[src/rtl/ysyx_22040895_li_expand_pkg.sv]
// Shared constants, state/class encodings and RV64I encoders for the LI expander.
package ysyx_22040895_li_expand_pkg;

  localparam logic RST_ENABLE = 1'b1;

  localparam int unsigned REG_W = 5;
  localparam int unsigned IMM_W = 12;
  localparam int unsigned HI_W  = 20;
  localparam int unsigned INS_W = 32;

  localparam logic [6:0] OP_IMM    = 7'b0010011;
  localparam logic [6:0] OP_IMM_32 = 7'b0011011;
  localparam logic [6:0] OP_LUI    = 7'b0110111;
  localparam logic [2:0] F3_ADD    = 3'b000;

  typedef enum logic [1:0] {CLS_S12, CLS_S32, CLS_ERR} cls_e;
  typedef enum logic [1:0] {IDLE, EMIT_LUI, EMIT_ADDIW, EMIT_ADDI} state_e;

  function automatic logic [INS_W-1:0] enc_addi(input logic [IMM_W-1:0] imm,
                                                input logic [REG_W-1:0] rd);
    return {imm, 5'd0, F3_ADD, rd, OP_IMM};
  endfunction

  function automatic logic [INS_W-1:0] enc_lui(input logic [HI_W-1:0] hi,
                                               input logic [REG_W-1:0] rd);
    return {hi, rd, OP_LUI};
  endfunction

  function automatic logic [INS_W-1:0] enc_addiw(input logic [IMM_W-1:0] imm,
                                                 input logic [REG_W-1:0] rd);
    return {imm, rd, F3_ADD, rd, OP_IMM_32};
  endfunction

endpackage

[src/rtl/ysyx_22040895_li_split.sv]
// Classifies a 64-bit constant by the instruction sequence it needs and splits it into LUI/ADDIW parts.
module ysyx_22040895_li_split
  import ysyx_22040895_li_expand_pkg::*;
#(
  parameter int XLEN = 64
) (
  input  logic [XLEN-1:0] val,
  output cls_e            cls,
  output logic [19:0]     hi,
  output logic [11:0]     lo
);

  logic fits12;
  logic fits32;

  assign fits12 = (&val[63:11]) | ~(|val[63:11]);
  assign fits32 = (&val[63:31]) | ~(|val[63:31]);

  always_comb begin
    cls = CLS_ERR;
    if (fits12) begin
      cls = CLS_S12;
    end else if (fits32) begin
      cls = CLS_S32;
    end
  end

  // ADDIW sign-extends its immediate, so the upper part pre-compensates when bit 11 is set.
  assign hi = val[31:12] + {19'd0, val[11]};
  assign lo = val[11:0];

endmodule

[src/rtl/ysyx_22040895_li_expand.sv]
// Expands a load-immediate request into a sequence of RV64I words (ADDI, or LUI with optional ADDIW).
module ysyx_22040895_li_expand
  import ysyx_22040895_li_expand_pkg::*;
#(
  parameter int XLEN = 64,
  parameter int ILEN = 32
) (
  input  logic            clk,
  input  logic            rst,
  input  logic            req_valid_i,
  output logic            req_ready_o,
  input  logic [4:0]      rd_i,
  input  logic [XLEN-1:0] val_i,
  output logic            ins_valid_o,
  input  logic            ins_ready_i,
  output logic [ILEN-1:0] ins_o,
  output logic            last_o,
  output logic            err_o
);

  state_e      state;
  logic [4:0]  rd_q;
  logic [11:0] lo_q;

  cls_e        cls;
  logic [19:0] hi;
  logic [11:0] lo;

  ysyx_22040895_li_split #(
    .XLEN(XLEN)
  ) split (
    .val(val_i),
    .cls(cls),
    .hi (hi),
    .lo (lo)
  );

  assign req_ready_o = (state == IDLE);

  always_ff @(posedge clk) begin
    if (rst == RST_ENABLE) begin
      state       <= IDLE;
      ins_valid_o <= 1'b0;
      ins_o       <= '0;
      last_o      <= 1'b0;
      err_o       <= 1'b0;
      rd_q        <= '0;
      lo_q        <= '0;
    end else begin
      err_o <= 1'b0;
      unique case (state)
        IDLE: begin
          if (req_valid_i) begin
            rd_q <= rd_i;
            lo_q <= lo;
            unique case (cls)
              CLS_S12: begin
                state       <= EMIT_ADDI;
                ins_valid_o <= 1'b1;
                ins_o       <= ILEN'(enc_addi(val_i[11:0], rd_i));
                last_o      <= 1'b1;
              end
              CLS_S32: begin
                state       <= EMIT_LUI;
                ins_valid_o <= 1'b1;
                ins_o       <= ILEN'(enc_lui(hi, rd_i));
                last_o      <= (lo == '0);
              end
              default: err_o <= 1'b1;
            endcase
          end
        end
        EMIT_LUI: begin
          if (ins_ready_i) begin
            if (lo_q == '0) begin
              state       <= IDLE;
              ins_valid_o <= 1'b0;
              ins_o       <= '0;
              last_o      <= 1'b0;
            end else begin
              state  <= EMIT_ADDIW;
              ins_o  <= ILEN'(enc_addiw(lo_q, rd_q));
              last_o <= 1'b1;
            end
          end
        end
        EMIT_ADDIW, EMIT_ADDI: begin
          if (ins_ready_i) begin
            state       <= IDLE;
            ins_valid_o <= 1'b0;
            ins_o       <= '0;
            last_o      <= 1'b0;
          end
        end
        default: state <= IDLE;
      endcase
    end
  end

endmodule

[config.mk]
export PLATFORM = sky130hd
export DESIGN_NAME = ysyx_22040895_li_expand
export DESIGN_NICKNAME = d
export VERILOG_FILES = /design/src/rtl/ysyx_22040895_li_expand_pkg.sv /design/src/rtl/ysyx_22040895_li_split.sv /design/src/rtl/ysyx_22040895_li_expand.sv
export SDC_FILE = /design/constraint.sdc
export NUM_CORES = 1
export LEC_CHECK = 0
export ABC_AREA = 1
export CAP_MARGIN = 5
export CELL_PAD_IN_SITES_DETAIL_PLACEMENT = 1
export CELL_PAD_IN_SITES_GLOBAL_PLACEMENT = 2
export CORE_UTILIZATION = 25
export DETAILED_ROUTE_END_ITERATION = 6
export PLACE_DENSITY_LB_ADDON = 0.1
export SETUP_SLACK_MARGIN = 0.2
export SYNTH_ARGS = -nofsm -noshare
export SYNTH_HDL_FRONTEND = slang
export SYNTH_SLANG_ARGS = --single-unit
[constraint.sdc]
create_clock -name clk -period 4.1 [get_ports clk]
set_input_delay 0.82 -clock clk [delete_from_list [all_inputs] [get_ports clk]]
set_output_delay 0.82 -clock clk [all_outputs]
set_load 0.01 [all_outputs]
==> results of run 1 <==
metrics by stage:
step / instances / utilization, % / worst slack [ns]
5_1_grt: 747 / 37.1 / 0.800
3_5_place_dp: 739 / 35.7 / 0.792
3_3_place_gp: 739 / 35.7 / 0.890
6_report: 747 / 37.1 / 1.12
4_1_cts: 747 / 37.1 / 1.09
2_1_floorplan: 481 / - / 1.74
cell type report:
cell class | instances | area (µm²)
fillers | 1543 | 7580
multi-input cells | 364 | 1820
repair buffers | 111 | 1100
flip-flops and latches | 50 | 1000
well taps | 168 | 210
inverters | 46 | 173
clock buffers | 6 | 139
clock inverters | 2 | 38.8
state kept, by name (all words and copies together), names as in the netlist:
signal	count
ins_o	28
rd_q	5
last_o	1
state	2
lo_q	12
ins_valid_o	1
err_o	1
worst max-delay path, cell delays in order:
cell,delay (ns)
clkdlybuf4s50_1,0.60
ha_1,0.22
ha_1,0.16
nand2_1,0.09
nor2_1,0.17
nand3_1,0.15
nor2_1,0.25
and2_1,0.22
nand2_1,0.07
nand2_1,0.06
nand2_1,0.05
nand3_1,0.07
nand2_1,0.06
nor2_1,0.10
nor2_1,0.05
cell families after synthesis:
group / share of synthesized area, %
adders and majority gates: 1.21
xor gates and xnor gates: 4.50
and+or+nand+nor: 40.2
DFF: 32.2
AOI/OAI and AO/OA: 12.1
other: 0.121
buffers and inverters: 9.73
routing by layer:
metal  vias to the layer above  global-route usage (%)  routed length, µm
met5                         -                       0                  0
met4                         0                    5.44                148
met3                         9                    3.24                578
met2                        96                    32.7               5370
met1                      1591                    21.3               4990
li1                       1736                       -                  -
placed cells by master, fill, tap and decap left out, types with 2 or more instances in the layout:
cell type | synthesis | layout
xor2_1 | 10 | 10
nand3_1 | 42 | 42
nor2_1 | 84 | 84
nor2_2 | 2 | 2
or2_2 | 2 | 2
o21ai_0 | 19 | 19
buf_4 | 10 | 4
o21a_1 | 2 | 2
nand2_2 | 6 | 6
clkdlybuf4s50_1 | 0 | 107
nor3_1 | 4 | 4
clkbuf_16 | 0 | 5
xnor2_1 | 6 | 6
dfxtp_1 | 50 | 50
a31oi_1 | 10 | 10
nand3_2 | 5 | 5
nand4_1 | 5 | 5
inv_1 | 46 | 46
nor4_1 | 4 | 4
a21oi_1 | 34 | 34
ha_1 | 3 | 3
nand2_1 | 111 | 111
how the worst min path moves through the flow:
stage,start,end,slack [ns]
finish,rd_q[4],rd_q[4],0.46
global route,lo_q[3],lo_q[3],0.49
CTS,rd_q[4],rd_q[4],0.46
detailed placement,rd_q[4],rd_q[4],0.45
global placement,rd_q[4],rd_q[4],0.44
floorplan,rd_q[4],rd_q[4],0.43
report_power, final:
part	leakage (µW)	internal, µW	total, µW	switching (µW)
clock	0.0000875	307	499	192
sequential	0.000407	498	506	8.01
combinational	0.00128	90.5	175	84.0
total	0.00177	896	1180	284
==> results.yml, run 1 <==
logic_synthesis:
  ys_types: 38
  synth_area_leaders: "dfxtp_1, nand2_1, nor2_1"
  yosysMostFrequentCell: "nand2_1"
  synth_edf_count: 0
  synth_nets: 557
  synth.avg_cell_area_um2: 6.47
  yosysWarningCount: 0
  seq_area_frac_synth_pct: 32.2
  ys_top_cells_by_count: "nand2_1, nor2_1, dfxtp_1"
  synthCells: 481
  synth_top_area_share_pct: 32.2
  synth_area_um2: 3110
  yosysTopAreaCell: "dfxtp_1"
  async_reset_ff_share_pct: 0
  synth-seq-cells: 50
  ys.flop_type: "dfxtp_1"
clock_tree:
  clk_pin_slew_ns: 0.07
  clk_latency_ns: 0.29
  cts.htree.levels: 2
  cts_root_buffer: "clkbuf_16"
  cts_setup_buffers: 0
  postCtsHoldBufs: 0
  clock-sinks: 50
  numCtsBuffers: 5
  cts_tree: "built"
  clock_path_buffers: 2
  cts-resized-gates: 0
global_routing:
  first_global_vias: 3638
  grt_usage_pct: 18.0
  grt-ovfl-total: 0
  grt_max_degree: 33
  grt_antenna_before_repair: 0
  grt_pass1_wl_um: 18200
critical_path:
  rr_startpoint: "state[1]"
  criticalPathCategory: "primary input to register"
  crit_fanout: 4
  reg2reg_depth: 8
  start_kind: "primary input"
  worstReg2RegEnd: "ins_o[16]"
  r2r_setup_slack_ns: 1.57
  endpoint: "ins_o[30]"
  cp-end-kind: "register"
  crit_start: "val_i[11]"
  required_ns: 4.26
  arrival_ns: 3.15
drt:
  ant_nets: 0
  remaining_drc_errors: 0
  viasPerCell: 4.59
  vias: 3432
  drtIter0Drc: 146
  firstDrtPassIters: 4
  wl_per_cell_um: 14.8
  wl_um: 11100
floorplan:
  dieArea_um2: 12900
  dieHeight_um: 114
  num_rows: 40
  initial_utilization_pct: 25.8
  core_um2: 12100
  die_w_um: 114
  ios: 109
timing:
  setup_violations: 0
  tns_ns: 0
  clock_skew_ns: 0.00871
  fin_crit_ns: 2.98
  tightest_slew_ns: 0.927
  slew_viol_final: 0
  slew_headroom_pct: 37.9
  fmax_ghz: 0.335
  finalCritPeriodShare_pct: 72.8
  hold_ws_ns: 0.462
  rsz0062_at_grt: "false"
  finalHoldViolations: 0
power:
  p_total_uw: 1180
  leakagePower_uw: 0.00177
  ir_worst_vdd_v: 0.000168
  p_per_area_nw_per_um2: 264
hold_path:
  worstHoldPathType: "register to register"
  holdPathStages: 2
layout:
  final_cell_area_um2: 4480
  nets: 654
  final_layout_size_suffix_gt1_share_pct: 6.39
  area_growth_pct: 43.9
  diodes: 0
place:
  io_buffers: 107
  placed_cell_area_um2: 4300
  gp_congestion: 0.807
  dpl.hpwl_um: 8720
job:
  cap_violations: 0
outcome:
  outcome: "completed"
(Power assumes the default switching activity.)
==> run 2: changes to the inputs <==
--- a/config.mk
+++ b/config.mk
@@ -9,7 +9,7 @@
 export CAP_MARGIN = 5
 export CELL_PAD_IN_SITES_DETAIL_PLACEMENT = 1
 export CELL_PAD_IN_SITES_GLOBAL_PLACEMENT = 2
-export CORE_UTILIZATION = 25
+export CORE_UTILIZATION = 23
 export DETAILED_ROUTE_END_ITERATION = 6
 export PLACE_DENSITY_LB_ADDON = 0.1
 export SETUP_SLACK_MARGIN = 0.2
==> constraint.sdc (replaced) <==
create_clock -name clk -period 2.8 [get_ports clk]
set_input_delay 0.56 -clock clk [delete_from_list [all_inputs] [get_ports clk]]
set_output_delay 0.56 -clock clk [all_outputs]
set_load 0.01 [all_outputs]
==> run 2 against run 1 <==
  * Design area up 5.7%
  * Global-route usage decreased by 1.4 points
  * Hold slack better by 0.0021 ns
  * Largest cell class unchanged
  * Non-clock buffer count increased by 29
  * Flip-flop and latch count unchanged
  * Sequential share of layout area decreased by 1.2 points
==> results.yml, run 2 (synthesis gave the netlist of run 1 again) <==
critical_path:
  cp-end-kind: "register"
  worstReg2RegEnd: "ins_o[17]"
  path_buf_inv: 2
  crit_family: "simple AND/OR/NAND/NOR gates"
  path_cells: "clkdlybuf4s50_1 -> ha_1 -> ha_1 -> nand2_1 -> nor2_1 -> nand3_1 -> nor2_1 -> buf_4 -> nand3_1 -> xor2_1 -> nand2_1 -> o21ai_0 -> nor2_1 -> nor2_1"
  slowest_delay_ns: 0.49
  r2r_setup_slack_ns: 0.83
  cpMaxStageDelayCell: "clkdlybuf4s50_1"
  rr_startpoint: "state[1]"
  endpoint: "ins_o[28]"
  crit_start: "val_i[12]"
  crit_fanout: 3
  required_ns: 3.00
  crit_top_cell: "nor2_1"
  arrival_ns: 2.59
  criticalPathCategory: "primary input to register"
  start_kind: "primary input"
  reg2reg_depth: 8
  cp_num_cells: 14
place:
  io_buffers: 107
  dpl.cell_count: 766
  dpl.hpwl_um: 9130
  gp_congestion: 0.800
timing:
  slew_headroom_pct: 52.5
  clock_skew_ns: 0.0124
  rsz0062_at_grt: "false"
  hold_ws_ns: 0.464
  tightest_slew_ns: 0.712
  finalHoldViolations: 0
  slew_viol_final: 0
  fmax_ghz: 0.420
  finalCritPeriodShare_pct: 85.1
  fin_crit_ns: 2.38
  setup_violations: 0
drt:
  wl_per_cell_um: 14.5
  firstDrtPassIters: 4
  viasPerCell: 4.48
  ant_nets: 0
  remaining_drc_errors: 0
  vias: 3516
  wl_um: 11400
  drtIter0Drc: 113
hold_path:
  worstHoldPathType: "register to register"
  min_from: "rd_q[4]"
global_routing:
  grt_pass1_wl_um: 18000
  first_global_vias: 3485
  grt_antenna_before_repair: 0
  grt-ovfl-total: 0
  grt_max_degree: 32
  grt_usage_pct: 16.6
floorplan:
  core_um2: 13200
  dieHeight_um: 118
  num_rows: 42
  initial_utilization_pct: 23.5
  ios: 109
  die_w_um: 118
  dieArea_um2: 14000
power:
  ir_worst_vdd_v: 0.000210
  p_per_area_nw_per_um2: 362
  leakagePower_uw: 0.00192
  p_total_uw: 1710
layout:
  final_layout_size_suffix_gt1_share_pct: 10.8
  nets: 684
  diodes: 0
  largest_reg_flops: 28
  layout_common_cells: "nand2_1, clkdlybuf4s50_1, nor2_1, dfxtp_1, inv_1"
  area_growth_pct: 52.1
  fillCellCount: 1695
  reg_top3: "ins_o x28, lo_q x12, rd_q x5"
  fin_cells: 785
  top_register: "ins_o"
  final_common_cell: "nand2_1"
clock_tree:
  cts_root_buffer: "clkbuf_16"
  postCtsHoldBufs: 0
  numCtsBuffers: 5
  clock_path_buffers: 2
  clock-sinks: 50
  clk_latency_ns: 0.31
  cts.htree.levels: 2
  clk_pin_slew_ns: 0.07
  cts_tree: "built"
job:
  cap_violations: 0
outcome:
  outcome: "completed"
==> run 2: cell count changes in the layout (fill, tap and decap cells not counted) <==
cell             delta
nor2_4              +1
dlymetal6s2s_1      +1
buf_12              +2
inv_6               -1
clkdlybuf4s50_1     -1
clkbuf_1            +1
clkinvlp_4          +1
clkbuf_8            -1
buf_4              +27
==> run 2: power breakdown <==
part           switching (µW)  leakage, µW  internal [µW]  total [µW]
Sequential               11.3     0.000407            730         741
Combinational             122      0.00144            137         259
Clock                     292    0.0000771            423         715
==> run 2: worst min-delay path by stage <==
stage,to,cells past startpoint,slack (ns)
4_1_cts,ins_valid_o,2,0.47
6_report,rd_q[4],2,0.46
5_1_grt,rd_q[4],2,0.48
3_3_place_gp,rd_q[4],2,0.44
3_5_place_dp,rd_q[4],2,0.46
2_1_floorplan,rd_q[4],2,0.43
==> run 2: worst min-delay path, stage by stage, from the launching register on <==
cell and delay (ns):
dfxtp_1 0.30, inv_1 0.06, a21oi_1 0.06
==> run 2: layout make-up <==
class	count	area [µm²]	area share (%)
Clock buffer	6	129	2.72
Tap cell	176	220	4.65
Timing Repair Buffer	140	1350	28.4
Multi-Input combinational cell	365	1830	38.6
Clock inverter	2	37.5	0.793
Sequential cell	50	1000	21.1
Inverter	46	173	3.65
==> run 2: metrics by stage <==
stage          TNS, ns  area (µm²)  util [%]  setup slack [ns]
2_1_floorplan        0        3110         -             0.701
3_3_place_gp   -0.0321        4470      33.8           -0.0270
3_5_place_dp   -0.0410        4470      33.8           -0.0410
4_1_cts              0        4640      35.0             0.288
5_1_grt              0        4730      35.7             0.209
6_report             0        4730      35.7             0.417
==> run 2: layer usage <==
metal	global-route usage, %	vias to the layer above	wire (µm)
li1	-	1802	-
met1	21.0	1631	5380
met2	28.0	77	5410
met3	3.81	6	479
met4	4.33	0	112
met5	0	-	0
==> run 2: what timing repair did <==
action | CTS | global route
setup buffers | 0 | 10
setup endpoints to repair | 0 | 24
resized for setup | 0 | 2
